[config.mk]
export PLATFORM = sky130hd
export DESIGN_NAME = phase_cmd_loader
export DESIGN_NICKNAME = d
export VERILOG_FILES = /design/src/rtl/phase_cmd_pkg.sv /design/src/rtl/phase_cmd_loader_offset_bank.sv /design/src/rtl/phase_cmd_loader.sv
export SDC_FILE = /design/constraint.sdc
export NUM_CORES = 2
export LEC_CHECK = 0
export BUFFER_PORTS_ARGS = -buffer_cell sky130_fd_sc_hd__clkbuf_2
export CAP_MARGIN = 10
export CORE_MARGIN = 3
export CORE_UTILIZATION = 43
export CTS_CLUSTER_SIZE = 30
export DETAILED_ROUTE_END_ITERATION = 12
export PLACE_DENSITY_LB_ADDON = 0.1
export REMOVE_ABC_BUFFERS = 1
export SETUP_SLACK_MARGIN = 0.02
export SYNTH_ARGS = -nofsm -noshare
export SYNTH_HDL_FRONTEND = slang
export SYNTH_SLANG_ARGS = --single-unit
[constraint.sdc]
create_clock -name clk -period 4.5 [get_ports clk]
set_input_delay 0.225 -clock clk [delete_from_list [all_inputs] [get_ports clk]]
set_output_delay 0.225 -clock clk [all_outputs]
set_load 0.01 [all_outputs]
[src/rtl/phase_cmd_pkg.sv]
// Shared opcodes and FSM state encoding for the phase command loader.
package phase_cmd_pkg;

    localparam logic [7:0] OP_SET_OFF = 8'h01;
    localparam logic [7:0] OP_SET_DIV = 8'h02;
    localparam logic [7:0] OP_COMMIT  = 8'h03;
    localparam logic [7:0] OP_OE_ON   = 8'h04;
    localparam logic [7:0] OP_OE_OFF  = 8'h05;

    typedef enum logic [2:0] {
        ST_IDLE   = 3'd0,
        ST_GET_CH = 3'd1,
        ST_GET_HI = 3'd2,
        ST_GET_LO = 3'd3,
        ST_SKIP2  = 3'd4,
        ST_SKIP1  = 3'd5,
        ST_RELOAD = 3'd6
    } state_e;

endpackage

[src/rtl/phase_cmd_loader_offset_bank.sv]
// Per-channel offset storage: shadow registers written by SET_OFF,
// copied wholesale into the active bus on a commit strobe.
module offset_bank #(
    parameter int N_CH         = 64,
    parameter int OFFSET_WIDTH = 11,
    parameter int IDX_W        = (N_CH > 1) ? $clog2(N_CH) : 1
) (
    input  logic                         clk,
    input  logic                         rst,
    input  logic                         wr_en_i,
    input  logic [IDX_W-1:0]             wr_idx_i,
    input  logic [OFFSET_WIDTH-1:0]      wr_data_i,
    input  logic                         commit_i,
    output logic [N_CH*OFFSET_WIDTH-1:0] active_o
);

    logic [OFFSET_WIDTH-1:0]      shadow_q [N_CH];
    logic [N_CH*OFFSET_WIDTH-1:0] active_q;

    // Shadow registers: cleared on reset, single-entry write per accepted SET_OFF.
    always_ff @(posedge clk) begin
        if (rst) begin
            for (int k = 0; k < N_CH; k++) begin
                shadow_q[k] <= '0;
            end
        end else if (wr_en_i) begin
            shadow_q[wr_idx_i] <= wr_data_i;
        end
    end

    // Active registers: the clock bank only ever sees values copied on commit.
    always_ff @(posedge clk) begin
        if (rst) begin
            active_q <= '0;
        end else if (commit_i) begin
            for (int k = 0; k < N_CH; k++) begin
                active_q[k*OFFSET_WIDTH +: OFFSET_WIDTH] <= shadow_q[k];
            end
        end
    end

    assign active_o = active_q;

endmodule

[src/rtl/phase_cmd_loader.sv]
// Byte-command front end for the transducer clock bank: parses the UART
// byte stream, stages offsets/divider in shadow registers and applies them
// atomically on COMMIT followed by an active-low reload strobe.
// OFFSET_WIDTH is expected to lie in 10..16 so one hi byte plus one lo byte
// cover both the offset and the divider fields.
module phase_cmd_loader
    import phase_cmd_pkg::*;
#(
    parameter int N_CH           = 64,
    parameter int OFFSET_WIDTH   = 11,
    parameter int RELOAD_CYCLES  = 4,
    parameter int DEFAULT_DIVIDE = 624
) (
    input  logic                         clk,
    input  logic                         rst,
    input  logic [7:0]                   rx_data,
    input  logic                         rx_valid,
    output logic                         rx_ready,
    output logic [N_CH*OFFSET_WIDTH-1:0] offsets,
    output logic [OFFSET_WIDTH-2:0]      divide,
    output logic                         oe,
    output logic                         ch_rst_n,
    output logic                         err
);

    localparam int DIV_W = OFFSET_WIDTH - 1;
    localparam int HI_W  = OFFSET_WIDTH - 8;
    localparam int CNT_W = $clog2(RELOAD_CYCLES + 1);
    localparam int IDX_W = (N_CH > 1) ? $clog2(N_CH) : 1;
    localparam logic [DIV_W-1:0] DEF_DIV  = DIV_W'(DEFAULT_DIVIDE);
    localparam logic [CNT_W-1:0] CNT_LOAD = CNT_W'(RELOAD_CYCLES);

    state_e            state_q, state_d;
    logic [CNT_W-1:0]  cnt_q, cnt_d;
    logic [IDX_W-1:0]  ch_q, ch_d;
    logic [HI_W-1:0]   hi_q, hi_d;
    logic              is_div_q, is_div_d;
    logic              oe_q, oe_d;
    logic              err_q, err_d;
    logic              rx_ready_q, rx_ready_d;
    logic              ch_rst_n_q, ch_rst_n_d;
    logic [DIV_W-1:0]  shadow_div_q, shadow_div_d;
    logic [DIV_W-1:0]  div_q, div_d;
    logic              accept_s;
    logic              bank_wr_s;
    logic              commit_s;

    assign accept_s = rx_valid && rx_ready_q;

    // Command parser: next state, shadow/active divider, oe and error pulse.
    always_comb begin
        state_d      = state_q;
        cnt_d        = cnt_q;
        ch_d         = ch_q;
        hi_d         = hi_q;
        is_div_d     = is_div_q;
        oe_d         = oe_q;
        err_d        = 1'b0;
        shadow_div_d = shadow_div_q;
        div_d        = div_q;
        bank_wr_s    = 1'b0;
        commit_s     = 1'b0;

        case (state_q)
            ST_IDLE: begin
                if (accept_s) begin
                    case (rx_data)
                        OP_SET_OFF: begin
                            state_d  = ST_GET_CH;
                            is_div_d = 1'b0;
                        end
                        OP_SET_DIV: begin
                            state_d  = ST_GET_HI;
                            is_div_d = 1'b1;
                        end
                        OP_COMMIT: begin
                            state_d  = ST_RELOAD;
                            cnt_d    = CNT_LOAD;
                            commit_s = 1'b1;
                            div_d    = shadow_div_q;
                        end
                        OP_OE_ON:  oe_d  = 1'b1;
                        OP_OE_OFF: oe_d  = 1'b0;
                        default:   err_d = 1'b1;
                    endcase
                end else begin
                    state_d = ST_IDLE;
                end
            end
            ST_GET_CH: begin
                if (accept_s) begin
                    // Out-of-range channel: flag it and swallow the two data bytes.
                    if ({1'b0, rx_data} < 9'(N_CH)) begin
                        ch_d    = rx_data[IDX_W-1:0];
                        state_d = ST_GET_HI;
                    end else begin
                        err_d   = 1'b1;
                        state_d = ST_SKIP2;
                    end
                end else begin
                    state_d = ST_GET_CH;
                end
            end
            ST_GET_HI: begin
                if (accept_s) begin
                    hi_d    = rx_data[HI_W-1:0];
                    state_d = ST_GET_LO;
                end else begin
                    state_d = ST_GET_HI;
                end
            end
            ST_GET_LO: begin
                if (accept_s) begin
                    if (is_div_q) begin
                        shadow_div_d = {hi_q[HI_W-2:0], rx_data};
                    end else begin
                        bank_wr_s = 1'b1;
                    end
                    state_d = ST_IDLE;
                end else begin
                    state_d = ST_GET_LO;
                end
            end
            ST_SKIP2: begin
                if (accept_s) begin
                    state_d = ST_SKIP1;
                end else begin
                    state_d = ST_SKIP2;
                end
            end
            ST_SKIP1: begin
                if (accept_s) begin
                    state_d = ST_IDLE;
                end else begin
                    state_d = ST_SKIP1;
                end
            end
            ST_RELOAD: begin
                // Counter holds the low cycles still owed; leave as the last one ends.
                if (cnt_q <= CNT_W'(1)) begin
                    cnt_d   = '0;
                    state_d = ST_IDLE;
                end else begin
                    cnt_d   = cnt_q - CNT_W'(1);
                end
            end
            default: begin
                state_d = ST_IDLE;
            end
        endcase

        rx_ready_d = (state_d != ST_RELOAD);
        ch_rst_n_d = (state_d != ST_RELOAD);
    end

    // State and control registers; reset parks the FSM in RELOAD so the
    // bank is reloaded from the default values once reset is released.
    always_ff @(posedge clk) begin
        if (rst) begin
            state_q      <= ST_RELOAD;
            cnt_q        <= CNT_LOAD;
            ch_q         <= '0;
            hi_q         <= '0;
            is_div_q     <= 1'b0;
            oe_q         <= 1'b0;
            err_q        <= 1'b0;
            rx_ready_q   <= 1'b0;
            ch_rst_n_q   <= 1'b0;
            shadow_div_q <= DEF_DIV;
            div_q        <= DEF_DIV;
        end else begin
            state_q      <= state_d;
            cnt_q        <= cnt_d;
            ch_q         <= ch_d;
            hi_q         <= hi_d;
            is_div_q     <= is_div_d;
            oe_q         <= oe_d;
            err_q        <= err_d;
            rx_ready_q   <= rx_ready_d;
            ch_rst_n_q   <= ch_rst_n_d;
            shadow_div_q <= shadow_div_d;
            div_q        <= div_d;
        end
    end

    offset_bank #(
        .N_CH         (N_CH),
        .OFFSET_WIDTH (OFFSET_WIDTH),
        .IDX_W        (IDX_W)
    ) u_offset_bank (
        .clk       (clk),
        .rst       (rst),
        .wr_en_i   (bank_wr_s),
        .wr_idx_i  (ch_q),
        .wr_data_i ({hi_q, rx_data}),
        .commit_i  (commit_s),
        .active_o  (offsets)
    );

    assign rx_ready = rx_ready_q;
    assign ch_rst_n = ch_rst_n_q;
    assign divide   = div_q;
    assign oe       = oe_q;
    assign err      = err_q;

endmodule

==> reports/metrics.cfg <==
[status]
status = finished clean

[final_layout]
finalNetCount = 5530
final_common_cell = nand2_1
fillers = 11103
layout-drive-gt1-share = 0.192
stdcell_count = 7265
synthToLayoutAreaGrowth_pct = 18.1
mostFrequentLayoutCells = 1439 x nand2_1, 740 x dfxtp_1, 720 x clkbuf_2
postLayoutCellArea_um2 = 62200

[timing]
hold_viol_final = 0
fin_ws_ns = 1.02
fin_setup_tns_ns = 0
setup_viol = 0
finalCriticalPeriod_ns = 3.48
worst_slew_pin_slew_ns = 1.13
rsz0062_at_grt = false
fin_crit_sh = 0.773
finalMaxSlewViolations = 0
slew-limit-headroom = 0.244
finClkSkew_ns = 0.0262
fmax_ghz = 0.288

[clocking]
clk_latency_ns = 0.74
htreeDepth = 4
cts.sinks = 1447
cts-buffers-inserted = 153
cts_resized = 0
clock_path_buffers = 3
clk_pin_slew_ns = 0.06
post_cts_buffers = 0
cts_tree = yes
cts_root_buf = clkbuf_16

[routing]
antenna_left = 0
top_layer = met5
num_vias = 36474
avgViaCountPerCell = 5.02
dr_wl_met2_um = 75000
met3_length_um = 11900
drt_drc_violations_left = 0
wl_um = 160000
wl_per_cell_um = 22.0
drt_iter0_markers = 2904
drtPass1Iterations = 7
routedLengthMet1_um = 67600

[worst_setup_path]
r2r_start = state_q[1]
cp_max_fo = 14
worstSetupStartpointType = flip-flop
rr_endpoint = u_offset_bank.shadow_q[46][2]
cp.arrival_ns = 3.88
worstSetupPathType = reg2reg
worstPathRequired_ns = 4.90
end_kind = flip-flop
regToRegSetupSlack_ns = 1.02
ff2ff_path_depth = 4

[logic_synthesis]
syn_area_per_cell_um2 = 10.6
synth-seq-cells = 1447
synth.distinct_cells = 41
syn-cell-area_um2 = 52700
synth_edf_count = 704
synth_cells = 4975
yosysWarningCount = 0
synthArstFlopShare = 0
netlist_top_cells_area = edfxtp_1 40%, dfxtp_1 28%, nand2_1 10%, and2_1 7.7%, a21oi_1 6.8%
synth_largest_area_cell = edfxtp_1
synth_top_area_share = 0.401
synthFlopType = dfxtp_1
yosysSeqAreaShare = 0.684

[placed_design]
placed_cells = 6969
finalWeightedCongestion = 0.787
dp_slack_ns = 1.05
dpl.hpwl_um = 98000
placed_area_um2 = 57300
port_buffers = 728

[floorplan]
io_pins = 729
die_area_um2 = 127000
die_h_um = 356
num_rows = 127
start_util = 0.436
core_area_um2 = 121000
die_w_um = 356

[min_path]
whs_path_depth = 3
min_from = rx_data[1]
hold_end = shadow_div_q[1]
holdCritPathClass = in2reg

[power]
p_leak_nw = 22.9
powerDensity_nw_per_um2 = 437
ir_drop_mv = 0.332

[global_routing]
grt_max_degree = 130
grt.total_usage = 0.245
first_global_vias = 34665
antenna_found_initial = 12
grt_overflow = 0
grt_pass1_wl_um = 231000

[run]
maxCapViolCount = 0

==> critical path: stages (launching register included) <==
cell and delay [ns]:
dfxtp_1 0.63, and4b_1 0.46, nand4_1 0.88, nor2_1 0.77, or2_2 0.38
==> logic make-up after synthesis <==
family | synth area share
compound gates | 0.0699
mux | 0.00304
simple gates | 0.208
buf+inv | 0.0357
fa+ha+maj | 0.000237
flops | 0.684
==> flip-flops by register name, summed over array words and instances (netlist names) <==
signal,cells
oe,1
state_q,3
err,1
ch_rst_n,1
hi_q,3
shadow_div_q,10
cnt_q,3
is_div_q,1
ch_q,6
u_offset_bank.shadow_q,704
offsets,704
divide,10
==> final cells by class <==
| type | instances | area, um2 | area share |
|---|---|---|---|
| repair buffers | 808 | 4450 | 0.0715 |
| well taps | 1612 | 2020 | 0.0324 |
| flip-flops and latches | 1447 | 36000 | 0.579 |
| diodes | 6 | 15.0 | 0.000241 |
| multi-input cells | 3103 | 14800 | 0.238 |
| clock inverters | 40 | 345 | 0.00555 |
| clock buffers | 244 | 4560 | 0.0732 |
| inverters | 5 | 20.0 | 0.000322 |
==> timing repair <==
action / CTS / global route
endpoints found under the setup margin: 0 / 0
endpoints found under the hold margin: 43 / 0
hold buffers: 6 / 0
==> where the power goes <==
part / internal [mW] / switching [mW] / total, mW
Clock: 7.18 / 5.12 / 12.3
Combinational: 0.126 / 0.513 / 0.639
Sequential: 14.1 / 0.165 / 14.2
Total: 21.4 / 5.79 / 27.2
==> routing by layer <==
layer	global-route usage	up-vias
li1	-	17495
met1	0.322	17634
met2	0.397	1101
met3	0.0597	242
met4	0.0877	2
met5	0	-
==> cell usage after synthesis (5+ instances only) <==
master,count
edfxtp_1,704
a21oi_1,713
nand3b_1,7
nand3_1,5
nand4_1,8
and2_1,646
nor3_1,68
nor4_1,14
nand4b_1,5
buf_4,40
clkbuf_1,294
nor2b_1,8
nand2_1,1439
mux2i_1,16
dfxtp_1,743
nor2_1,77
or2_2,64
buf_2,82
==> metrics by stage <==
step / utilization / hold WS [ns] / power (mW)
after CTS: 0.515 / 0.0475 / 27.4
final: 0.515 / 0.0996 / 27.2
after global placement: 0.474 / 0.438 / 15.2
after global routing: 0.515 / 0.0877 / 28.0
after floorplan: - / 0.294 / 14.7
after detailed placement: 0.474 / 0.443 / 15.2
==> worst max-delay path by stage <==
stage | from | endpoint | slack (ns) | cells past startpoint
after global routing | state_q[1] | u_offset_bank.shadow_q[46][2] | 0.79 | 4
after floorplan | state_q[0] | cnt_q[0] | -14.26 | 4
after CTS | state_q[1] | u_offset_bank.shadow_q[46][10] | 1.03 | 4
after detailed placement | state_q[1] | u_offset_bank.shadow_q[42][10] | 1.05 | 4
after global placement | state_q[1] | u_offset_bank.shadow_q[44][3] | 1.11 | 4
final | state_q[1] | u_offset_bank.shadow_q[46][2] | 1.02 | 4
(Power assumes the default switching activity.)
